--- src/rtl/seq_shift_add_mul.sv ---
// Sequential shift-add multiplier, one multiplier bit per clock.
// Operands arrive through a valid/ready handshake, and the product leaves through a second one.
//
// Ports:
//   clk, rst_n           clock (rising edge) and synchronous active-low reset
//   in_valid, in_ready   operand handshake (in_ready high only in IDLE)
//   a, b                 multiplicand and multiplier, WIDTH bits each
//   out_valid, out_ready product handshake (out_valid high only in DONE)
//   product              2*WIDTH-bit result, held until the next completion or reset
//   busy                 high while the shift-add loop is running
//
// Macro SEQ_MUL_SIGNED_EN: when defined, a, b and product are two's complement.
// The unsigned core then works on magnitudes and restores the sign on the last edge.
module seq_shift_add_mul #(
  parameter int WIDTH = 4
) (
  input  logic               clk,
  input  logic               rst_n,
  input  logic               in_valid,
  output logic               in_ready,
  input  logic [WIDTH-1:0]   a,
  input  logic [WIDTH-1:0]   b,
  output logic               out_valid,
  input  logic               out_ready,
  output logic [2*WIDTH-1:0] product,
  output logic               busy
);

  localparam int PW = 2 * WIDTH;
  localparam int CW = $clog2(WIDTH + 1);

  typedef enum logic [1:0] {
    IDLE,
    BUSY,
    DONE
  } state_t;

  state_t state, state_nx;

  logic [PW-1:0]    acc;
  logic [PW-1:0]    mcand;
  logic [PW-1:0]    sum;
  logic [PW-1:0]    result;
  logic [WIDTH-1:0] mplier;
  logic [CW-1:0]    count;
  logic [WIDTH-1:0] a_mag;
  logic [WIDTH-1:0] b_mag;
  logic             last;

`ifdef SEQ_MUL_SIGNED_EN
  logic sign;
  logic neg;

  // The magnitude of -2^(W-1) is 2^(W-1), which still fits in W unsigned bits.
  always_comb begin
    a_mag  = a[WIDTH-1] ? WIDTH'(-a) : a;
    b_mag  = b[WIDTH-1] ? WIDTH'(-b) : b;
    neg    = a[WIDTH-1] ^ b[WIDTH-1];
    result = sign ? PW'(-sum) : sum;
  end
`else
  always_comb begin
    a_mag  = a;
    b_mag  = b;
    result = sum;
  end
`endif

  assign sum  = acc + (mplier[0] ? mcand : '0);
  assign last = (count == CW'(1));

  always_ff @(posedge clk) begin
    if (!rst_n) state <= IDLE;
    else        state <= state_nx;
  end

  always_comb begin
    state_nx  = state;
    in_ready  = 1'b0;
    out_valid = 1'b0;
    busy      = 1'b0;
    unique case (state)
      IDLE: begin
        in_ready = 1'b1;
        if (in_valid) state_nx = BUSY;
      end
      BUSY: begin
        busy = 1'b1;
        if (last) state_nx = DONE;
      end
      DONE: begin
        out_valid = 1'b1;
        if (out_ready) state_nx = IDLE;
      end
      default: state_nx = IDLE;
    endcase
  end

  always_ff @(posedge clk) begin
    if (!rst_n) begin
      acc     <= '0;
      mcand   <= '0;
      mplier  <= '0;
      count   <= '0;
      product <= '0;
`ifdef SEQ_MUL_SIGNED_EN
      sign    <= 1'b0;
`endif
    end else begin
      unique case (state)
        IDLE: begin
          if (in_valid) begin
            acc    <= '0;
            mcand  <= PW'(a_mag);
            mplier <= b_mag;
            count  <= CW'(WIDTH);
`ifdef SEQ_MUL_SIGNED_EN
            sign   <= neg;
`endif
          end
        end
        BUSY: begin
          acc    <= sum;
          mcand  <= mcand << 1;
          mplier <= mplier >> 1;
          count  <= count - CW'(1);
          if (last) product <= result;
        end
        default: ;
      endcase
    end
  end

endmodule

--- config.mk ---
export PLATFORM = sky130hd
export DESIGN_NAME = seq_shift_add_mul
export DESIGN_NICKNAME = d
export VERILOG_FILES = /design/src/rtl/seq_shift_add_mul.sv
export SDC_FILE = /design/constraint.sdc
export NUM_CORES = 1
export LEC_CHECK = 0
export CORE_ASPECT_RATIO = 0.7
export CORE_MARGIN = 2
export CORE_UTILIZATION = 54
export CTS_CLUSTER_SIZE = 24
export DETAILED_ROUTE_END_ITERATION = 12
export GPL_ROUTABILITY_DRIVEN = 0
export PLACE_DENSITY = 0.78
export SYNTH_ARGS = -nofsm -noshare
export SYNTH_HDL_FRONTEND = slang
export SYNTH_SLANG_ARGS = --single-unit
--- constraint.sdc ---
create_clock -name clk -period 2.6 [get_ports clk]
set_clock_uncertainty 0.15 [all_clocks]
set_input_delay 0.52 -clock clk [delete_from_list [all_inputs] [get_ports clk]]
set_output_delay 0.52 -clock clk [all_outputs]
set_load 0.02 [all_outputs]
==> run_results.csv <==
group,metric,value,unit
outcome,result_of_the_run,"complete, no violations",
worst_setup_path,critPathTopFamily,"buffers and inverters",
power_and_ir_drop,internal_power,0.000814,W
global_routing,antenna_found_initial,0,
clock_tree,maximum_clock_insertion_buffer_count,2,
clock_tree,clock-sinks,33,
yosys,mapped_area,1750,um2
power_and_ir_drop,power_per_cell_area,524,nW/um2
clock_tree,clock_insertion_delay_worst_skew,0.28,ns
sta,setup-tns-final,0,ns
hold_path,hold-path-endpoint,"product[2]$_SDFFE_PN0P_",
worst_setup_path,timing.critical_path.from_type,"flop",
yosys,avgSynthCellArea,8.04,um2
clock_tree,h-tree-depth,2,
hold_path,hold_class,"reg2reg",
worst_setup_path,crit-reg2reg-launch,"mplier[0]$_SDFFE_PN0P_",
layout,drive_gt1_share,7.92,%
detailed_routing,post_route_drc,0,
detailed_routing,vias_per_cell,5.87,
layout,layout.nets,262,
global_routing,grt_overflow,0,
global_routing,global_route.usage.total,23.7,%
worst_setup_path,reg2reg_setup_slack,0.25,ns
worst_setup_path,worst_r2r_endpoint,"product[6]$_SDFFE_PN0P_",
worst_setup_path,critical_path.cell_chain,"inv_1 > nand2_2 > inv_2 > clkdlybuf4s50_1",
clock_tree,buffer_count_from_post_cts_setup_fixing,0,
detailed_routing,detailedRoute.firstIterationViolations,124,
worst_setup_path,crit_required,1.93,ns
worst_setup_path,worst-path-buf-inv,3,
run,max_cap_violations,0,
sta,rsz0062_at_grt,"false",
die,number_of_core_rows,17,
sta,slew_violations,0,
power_and_ir_drop,leakage,0.799,nW
worst_setup_path,number_of_cells_on_the_critical_path,4,
power_and_ir_drop,power.sequential.fraction,49.8,%
die,ioPinCount,23,
sta,final_hold_viol_count,0,
die,floorplan.die.width,72.1,um
detailed_routing,per_cell_routed_wire_length,14.1,um
layout,multiInputGateArea,997,um2
layout,fill_cell_instance_count_of_the_final_layout,277,
sta,achievable-frequency,422,MHz
yosys,ys_seq_area_share,37.7,%
die,initial_core_util,56.0,%
yosys,yosys_warnings,0,
layout,syn_to_final_growth,19.9,%
sta,fin_crit_sh,91.2,%
clock_tree,clock_tree.root_cell,"sky130_fd_sc_hd__clkbuf_8",
clock_tree,cts_buffers,5,
yosys,yosysUniqueCellTypes,44,
worst_setup_path,arrival,1.70,ns
detailed_routing,wirelength,3920,um
yosys,synthesis.nets,240,
place,post-dp-hpwl,2860,um
layout,postLayoutCoreUtil,67.1,%
sta,time_the_worst_path_needs_with_i_o_delays_and_setup,2.37,ns
sta,worst_pin_slew,0.687,ns
detailed_routing,ant_nets,0,
sta,slew_headroom,54.1,%
yosys,synth_flop_cell,"sky130_fd_sc_hd__dfxtp_1",
power_and_ir_drop,p_comb_share,15.4,%
global_routing,grt_pass1_wl,6750,um
yosys,synthArstFlopShare,0,%
power_and_ir_drop,pwr-share-clk,34.7,%
die,fp.dieH,51.7,um
power_and_ir_drop,switching_power,0.000287,W
sta,final-setup-viol-count,0,
die,fp.dieArea,3720,um2
yosys,postSynthCellCount,218,
detailed_routing,routed-via-count,1631,
yosys,synth_enable_flop_cells,0,
worst_setup_path,max_stage_delay,0.59,ns
worst_setup_path,master_of_the_slowest_instance_on_the_critical_path,"sky130_fd_sc_hd__clkdlybuf4s50_1",
clock_tree,clock_tree_from_tritoncts,"built",
worst_setup_path,rr_worst_depth,8,
global_routing,first_global_vias,1477,
die,floorplan.core_area,3130,um2
hold_path,whs_path_depth,2,
hold_path,worst_hold_startpoint,"product[2]$_SDFFE_PN0P_",
clock_tree,worst_setup_hold_path_clk_slew,0.06,ns
yosys,ys_seq_elements,33,
worst_setup_path,end_kind,"primary output",
layout,n_antenna_cell,0,
power_and_ir_drop,power.switching_fraction,26.0,%
detailed_routing,firstDrtPassIters,4,
worst_setup_path,timing_worst_setup_path_type,"reg2out",
worst_setup_path,worst-path-max-fanout,11,
power_and_ir_drop,worst_case_vdd_ir_drop,0.407,mV
place,place.port_buffers,22,
global_routing,grt_start_max_net_pins,23,
layout,ff_latch_area,662,um2
area by class of cell:
type	count	share of cell area, %
well taps	38	2.26
repair buffers	28	12.6
multi-input cells	161	47.5
flip-flops and latches	33	31.5
clock buffers	7	4.11
inverters	11	1.97
Yosys cell counts (2+ instances only):
cell type | count | area, um2
sky130_fd_sc_hd__nor2_1 | 39 | 146
sky130_fd_sc_hd__dfxtp_1 | 33 | 661
sky130_fd_sc_hd__a21oi_1 | 18 | 90.1
sky130_fd_sc_hd__nand2_1 | 14 | 52.6
sky130_fd_sc_hd__inv_1 | 10 | 37.5
sky130_fd_sc_hd__clkbuf_1 | 9 | 33.8
sky130_fd_sc_hd__ha_1 | 9 | 113
sky130_fd_sc_hd__nand3_1 | 9 | 45.0
sky130_fd_sc_hd__a22oi_1 | 6 | 45.0
sky130_fd_sc_hd__and2_1 | 6 | 37.5
sky130_fd_sc_hd__o21ai_0 | 6 | 30.0
sky130_fd_sc_hd__o221ai_1 | 6 | 52.6
sky130_fd_sc_hd__a211oi_1 | 4 | 30.0
sky130_fd_sc_hd__a2bb2oi_1 | 4 | 35.0
sky130_fd_sc_hd__or3_1 | 4 | 25.0
sky130_fd_sc_hd__buf_2 | 3 | 15.0
sky130_fd_sc_hd__nand2b_1 | 3 | 18.8
sky130_fd_sc_hd__nor2b_1 | 3 | 18.8
sky130_fd_sc_hd__o2111ai_1 | 3 | 26.3
sky130_fd_sc_hd__a21boi_0 | 2 | 15.0
sky130_fd_sc_hd__a21o_1 | 2 | 15.0
sky130_fd_sc_hd__o211ai_1 | 2 | 15.0
sky130_fd_sc_hd__o311ai_0 | 2 | 17.5
worst max-delay path by stage:
stage | start | to | slack [ns]
final | state[1]$_SDFFE_PN0P_ | busy | 0.23
after global routing | mplier[0]$_SDFFE_PN0P_ | product[6]$_SDFFE_PN0P_ | 0.04
after CTS | state[1]$_SDFFE_PN0P_ | out_valid | 0.1
after detailed placement | mplier[0]$_SDFFE_PN0P_ | product[6]$_SDFFE_PN0P_ | 0.21
after global placement | mplier[0]$_SDFFE_PN0P_ | product[6]$_SDFFE_PN0P_ | 0.33
after floorplan | mplier[0]$_SDFFE_PN0P_ | product[6]$_SDFFE_PN0P_ | 0.45
tightest hold or removal path, stage by stage (launching register included):
cell and delay, ns:
sky130_fd_sc_hd__dfxtp_1 0.31, sky130_fd_sc_hd__nand2_1 0.05, sky130_fd_sc_hd__a21oi_1 0.05
cell usage in the layout, fill, tap and decap left out, drive strengths merged, types with 2 or more instances in the layout:
cell,instances
nor2,39
dfxtp,33
clkdlybuf4s50,22
a21oi,19
nand2,15
inv,11
nand3,10
ha,9
o21ai,7
clkbuf,7
and2,6
a22oi,6
o221ai,6
buf,6
a211oi,4
or3,4
a2bb2oi,4
nand2b,3
o2111ai,3
nor2b,3
a21o,2
o311ai,2
a21boi,2
o211ai,2
flip-flops by register name (all words and copies together) (netlist names):
name / cells
count: 3
acc: 8
mplier: 4
mcand: 8
state: 2
product: 8
power by group through the flow:
stage / Clock, W / Sequential [W] / Combinational [W]
6_report: 0.000382 / 0.000548 / 0.000170
5_1_grt: 0.000417 / 0.000552 / 0.000189
4_1_cts: 0.000393 / 0.000548 / 0.000169
3_5_place_dp: 0 / 0.000560 / 0.000168
3_3_place_gp: 0 / 0.000559 / 0.000166
2_1_floorplan: 0 / 0.000554 / 0.000113
per-layer routing:
metal,wire length [um],vias up,global-route usage [%]
li1,-,817,-
met4,34,0,7.23
met5,0,-,0
met3,310,5,6.98
met2,1660,61,35.3
met1,1920,748,33.1
stage by stage:
step	hold slack, ns	instances	instance area, um2	setup WS [ns]	power, W
after floorplan	0.286	218	1750	0.454	0.000666
after global placement	0.293	271	2010	0.329	0.000725
after detailed placement	0.299	271	2010	0.207	0.000727
final	0.302	278	2100	0.228	0.00110
after CTS	0.308	278	2100	0.0969	0.00111
after global routing	0.323	278	2100	0.0438	0.00116
cell families after synthesis:
family | synth area share (%)
adders and majority gates | 7.57
and+or+nand+nor | 24.0
xor gates and xnor gates | 1.00
buffers and inverters | 5.43
DFF | 37.7
AOI/OAI and AO/OA | 24.3
what timing repair did:
action / in CTS / in global routing
hold buffers: 0 / 0
gates resized for setup: 0 / 2
endpoints found under the setup margin: 0 / 3
No activity file was read; power rests on OpenSTA's default activity.
